===== src/rtl/mm_pkg.sv =====
// Shared types and default dimensions for the matrix-multiply datapath.
package mm_pkg;

  typedef enum logic {
    IDLE,
    ACCUM
  } acc_state_t;

  localparam int MM_PW = 4;
  localparam int MM_AW = 8;
  localparam int MM_N  = 2;
  localparam int MM_M  = 4;

  // Counter width for a modulus, never narrower than one bit.
  function automatic int cw(input int n);
    return (n > 1) ? $clog2(n) : 1;
  endfunction

endpackage


===== src/rtl/mod_counter.sv =====
// Modulo-MOD up counter; wrap flags the increment that rolls over to 0.
module mod_counter #(
  parameter int MOD = 2,
  parameter int W   = 1
) (
  input  logic         clk,
  input  logic         reset,
  input  logic         inc,
  input  logic         clr,
  output logic [W-1:0] val,
  output logic         wrap
);

  logic at_top;

  assign at_top = (val == W'(MOD - 1));
  assign wrap   = inc && at_top;

  always_ff @(posedge clk) begin
    if (reset || clr) begin
      val <= '0;
    end else if (inc) begin
      val <= at_top ? '0 : val + 1'b1;
    end
  end

endmodule


===== src/rtl/dot_accumulator.sv =====
// Sums N products per dot product, tags each with its matrix index.
// Optional clamp-on-overflow via ACC_SATURATE_EN.
module dot_accumulator
  import mm_pkg::*;
#(
  parameter  int PW = MM_PW,
  parameter  int N  = MM_N,
  parameter  int M  = MM_M,
  parameter  int AW = MM_AW,
  localparam int NW = cw(N),
  localparam int IW = cw(M)
) (
  input  logic          clk,
  input  logic          reset,
  input  logic [PW-1:0] prod,
  input  logic          in_valid,
  input  logic          clear,
  output logic [AW-1:0] sum,
  output logic          sum_valid,
  output logic [IW-1:0] out_idx,
  output logic          mat_done,
  output logic          sat,
  output logic          busy
);

  acc_state_t    state;
  logic [AW-1:0] acc;
  logic [AW-1:0] acc_next;
  logic [AW-1:0] prod_ext;
  logic [NW-1:0] cnt;
  logic [IW-1:0] idx;
  logic          take;
  logic          emit;
  logic          term_wrap;
  logic          idx_wrap;

  assign prod_ext = AW'(prod);
  assign take     = in_valid && !clear;
  assign emit     = take && term_wrap;
  assign busy     = (state == ACCUM);

  mod_counter #(.MOD(N), .W(NW)) u_term (
    .clk   (clk),
    .reset (reset),
    .inc   (take),
    .clr   (clear),
    .val   (cnt),
    .wrap  (term_wrap)
  );

  mod_counter #(.MOD(M), .W(IW)) u_idx (
    .clk   (clk),
    .reset (reset),
    .inc   (emit),
    .clr   (1'b0),
    .val   (idx),
    .wrap  (idx_wrap)
  );

`ifdef ACC_SATURATE_EN
  logic [AW:0] acc_wide;
  logic        ovf;
  logic        sat_flag;

  assign acc_wide = {1'b0, acc} + {1'b0, prod_ext};
  assign ovf      = acc_wide[AW];
  assign acc_next = ovf ? '1 : acc_wide[AW-1:0];

  always_ff @(posedge clk) begin
    if (reset) begin
      sat_flag <= 1'b0;
      sat      <= 1'b0;
    end else begin
      sat <= 1'b0;
      if (clear) begin
        sat_flag <= 1'b0;
      end else if (emit) begin
        sat      <= sat_flag | ovf;
        sat_flag <= 1'b0;
      end else if (take) begin
        sat_flag <= sat_flag | ovf;
      end
    end
  end
`else
  assign acc_next = acc + prod_ext;
  assign sat      = 1'b0;
`endif

  always_ff @(posedge clk) begin
    if (reset) begin
      state     <= IDLE;
      acc       <= '0;
      sum       <= '0;
      sum_valid <= 1'b0;
      out_idx   <= '0;
      mat_done  <= 1'b0;
    end else begin
      sum_valid <= 1'b0;
      mat_done  <= 1'b0;
      if (clear) begin
        state <= IDLE;
        acc   <= '0;
      end else if (emit) begin
        state     <= IDLE;
        acc       <= '0;
        sum       <= acc_next;
        sum_valid <= 1'b1;
        out_idx   <= idx;
        mat_done  <= idx_wrap;
      end else if (take) begin
        state <= ACCUM;
        acc   <= acc_next;
      end
    end
  end

  // A partial dot product exists exactly when terms have been counted.
  assert property (@(posedge clk) disable iff (reset)
    (state == ACCUM) == (cnt != '0));

endmodule

===== config.mk =====
export PLATFORM = sky130hd
export DESIGN_NAME = dot_accumulator
export DESIGN_NICKNAME = d
export VERILOG_FILES = /design/src/rtl/mm_pkg.sv /design/src/rtl/mod_counter.sv /design/src/rtl/dot_accumulator.sv
export SDC_FILE = /design/constraint.sdc
export NUM_CORES = 1
export LEC_CHECK = 0
export BUFFER_PORTS_ARGS = -buffer_cell sky130_fd_sc_hd__buf_4
export CAP_MARGIN = 25
export CORE_MARGIN = 2
export CORE_UTILIZATION = 54
export CTS_CLUSTER_DIAMETER = 40
export DETAILED_ROUTE_END_ITERATION = 8
export PLACE_DENSITY = 0.78
export SYNTH_ARGS = -nofsm -noshare
export SYNTH_HDL_FRONTEND = slang
export SYNTH_HIERARCHICAL = 1
export SYNTH_SLANG_ARGS = --single-unit

===== constraint.sdc =====
create_clock -name clk -period 2.49 [get_ports clk]
set_input_delay 0.1245 -clock clk [delete_from_list [all_inputs] [get_ports clk]]
set_output_delay 0.1245 -clock clk [all_outputs]
set_load 0.005 [all_outputs]

==> results.md <==
* Run status: finished clean
* Crit-path max FO at 5
* Fraction of registers with async set/reset at 0%
* Hpwl dp at 1.72 mm
* Chip Width at 51.3 microns
* Post-synth top area share at 39.8%
* DRC at 0
* Final min period at 2.11 ns
* First-pass GRT wire length at 3.79 mm
* Number of routed nets with antenna violations at 0
* Later-pin clock latency in the skew report at 0.31 ns
* Hold Fails Final Rpt at 0
* Power density cells at 454 mW/mm^2
* Critical setup path kind: reg2reg
* Post-Route WL at 2.30 mm
* RR Endpoint: sum[4]$_SDFFE_PP0P_
* Min-delay worst type: in2reg
* Drt wl/cell at 12.3 microns
* Synthesized area at 0.00121 sq mm
* RSZ-0062 raised after global routing: false
* DRT iter0 DRCs at 24
* Setup crit end kind: flop
* Comb power frac at 9.9%
* Peak supply drop at 0.418 mV
* Max_cap viols at 0
* Yosys Warn Count at 6
* Post-synth cell types at 45
* Non-Filler Instances at 187
* Most area-hungry cell type in the Yosys netlist: dfxtp_1
* Slew margin rel. at 64.7%
* Reg clk slew, reported paths at 0.13 ns
* Hold_buf cts at 1
* Placed Cells at 182
* Vias/cell at 5.45
* Largest cells by area after synthesis: dfxtp_1, nand2_1, ha_1, a211oi_1, a21oi_1
* Die area at 0.00263 sq mm
* Clock share of power at 30.4%
* Finish-stage setup viols at 0
* Worst hold margin at 0.117 ns
* Top-count cell post-synth: dfxtp_1
* Post-synthesis cell count at 135
* Prevailing post-synth register cell: dfxtp_1
* Overall routing resource usage at 19.0%
* ANT cells at 0
* Resized Gates After CTS at 0
* NetSw at 150 uW
* Post-synth EDFFs at 0
* Hold path start: reset
* Critical Path AT at 2.37 ns
* Seq/Total Area, Yosys at 39.8%
* NumNets Final at 174
* Core Box Area at 0.00217 sq mm
* Max Buffers Root-to-Sink at 2
* Top post-synthesis cells by count: dfxtp_1, nand2_1, nor2_1
* R2R setup slack at 0.38 ns
* Initial Utilization at 55.6%
* Final worst path period share at 84.8%
* Row cnt at 17
* Vias in the first global route at 932
* Switching part of the total at 22.9%
* Placer Congestion at 0.859
* Slew @ Worst Pin at 0.524 ns
* Io pins at 22
* Post CTS Setup Buffer Count at 0
* Worst r2r path cells at 7
* R2R Path Start: acc[0]$_SDFFE_PP0N_
* Critical path data required time at 2.75 ns
* Root Buffer: clkbuf_4
* Share of cells above drive strength 1 at 23.9%
* Internal Power at 504 uW
* Leakage at 0.000592 uW
* CTS Buf Count at 3
* Die Y at 51.3 microns
* H-tree levels at 1
* DRT Pass-1 Iters at 4
* Post-synthesis register bit count at 24
* Power share of the sequential group at 59.6%
* FMAX at 474 MHz
* Area Growth Syn to Fin at 19.3%
* Overall Power at 653 uW
* Clock skew at 0.00462 ns
* CP startpoint kind: flop
* GR Overflow Total at 0
* Initial antenna violation count at 0
* Mean Syn Cell Area at 8.93 sq um
* Largest net degree at the start of global routing at 19
* Port bufs at 20
* Number of clock sinks at 24
* Hold EP: sum[7]$_SDFFE_PP0P_
* Hold Path Stages at 2
* Final core occ at 66.3%
* Setup TNS at 0 ns
* Via Count at 1019
* CTS tree: yes
* Fin. max-slew vios at 0
[power by group through the flow]
stage               Clock (uW)  Sequential [uW]  Combinational [uW]
CTS                        206              390                63.8
global placement             0              398                60.9
detailed placement           0              398                62.2
finish                     199              390                64.9
floorplan                    0              398                39.9
global route               219              390                71.1
[routing by layer]
metal | part of all wire, % | GRT usage [%] | vias to the layer above
li1 | - | - | 526
met1 | 48 | 23.4 | 467
met2 | 46 | 32.0 | 22
met3 | 3.9 | 2.63 | 4
met4 | 1.6 | 10.1 | 0
met5 | 0 | 0 | -
[logic make-up (layout without fill, tap and decap cells)]
logic type      count (synthesis)  count (layout)  share of synthesized area, %
compound gates                 36              36                          23.9
xor+xnor                        3               3                          2.18
fa+ha+maj                       6               6                          6.85
buf+inv                        15              37                          5.71
flops                          24              24                          39.8
mux                             2               2                          1.66
other cells                     1               3                         0.311
simple gates                   48              48                          19.6
[cell type report]
class                           instances  area, sq um
Clock buffer                            4         36.3
Fill cell                             187          731
Inverter                                8         32.5
Multi-Input combinational cell         98          664
Sequential cell                        24          480
Tap cell                               28         35.0
Timing Repair Buffer                   25          190
[critical path, cell delays in order (launching register included)]
cell and delay [ns]:
dfxtp_1 0.36, ha_1 0.23, inv_1 0.08, fa_1 0.40, nor2b_1 0.17, o21ai_0 0.21, a2111oi_0 0.46, a311o_1 0.16
[through the flow]
step | instance area, sq um | setup slack, ns
global placement | 1390 | 0.541
floorplan | 1210 | 0.642
CTS | 1440 | 0.420
global route | 1440 | 0.255
detailed placement | 1390 | 0.424
finish | 1440 | 0.379
[registers in the layout, summed over array words and instances, names as in the netlist]
signal      count
u_term/val      1
u_idx/val       2
out_idx         2
acc             8
mat_done        1
busy            1
sum             8
sum_valid       1
[cells in the final DEF (no fill, tap or decap), types with 3 or more instances in the layout]
cell,Yosys,layout
ha_1,5,5
buf_4,2,24
nor2_1,10,10
dfxtp_1,24,24
conb_1,1,3
inv_1,7,7
nand2_1,21,21
clkbuf_4,0,3
a21oi_1,8,8
xnor2_1,3,3
a211oi_1,8,8
o21ai_0,3,3
[worst max-delay path by stage]
stage | from | endpoint | slack (ns) | cells past startpoint
2_1_floorplan | acc[0]$_SDFFE_PP0N_ | sum[4]$_SDFFE_PP0P_ | 0.64 | 7
3_3_place_gp | acc[0]$_SDFFE_PP0N_ | sum[4]$_SDFFE_PP0P_ | 0.54 | 7
3_5_place_dp | acc[0]$_SDFFE_PP0N_ | sum[4]$_SDFFE_PP0P_ | 0.42 | 7
4_1_cts | acc[0]$_SDFFE_PP0N_ | sum[4]$_SDFFE_PP0P_ | 0.42 | 7
5_1_grt | acc[0]$_SDFFE_PP0N_ | sum[4]$_SDFFE_PP0P_ | 0.25 | 7
6_report | acc[0]$_SDFFE_PP0N_ | sum[4]$_SDFFE_PP0P_ | 0.38 | 7
Note: power is estimated with default switching activity, not from simulation.
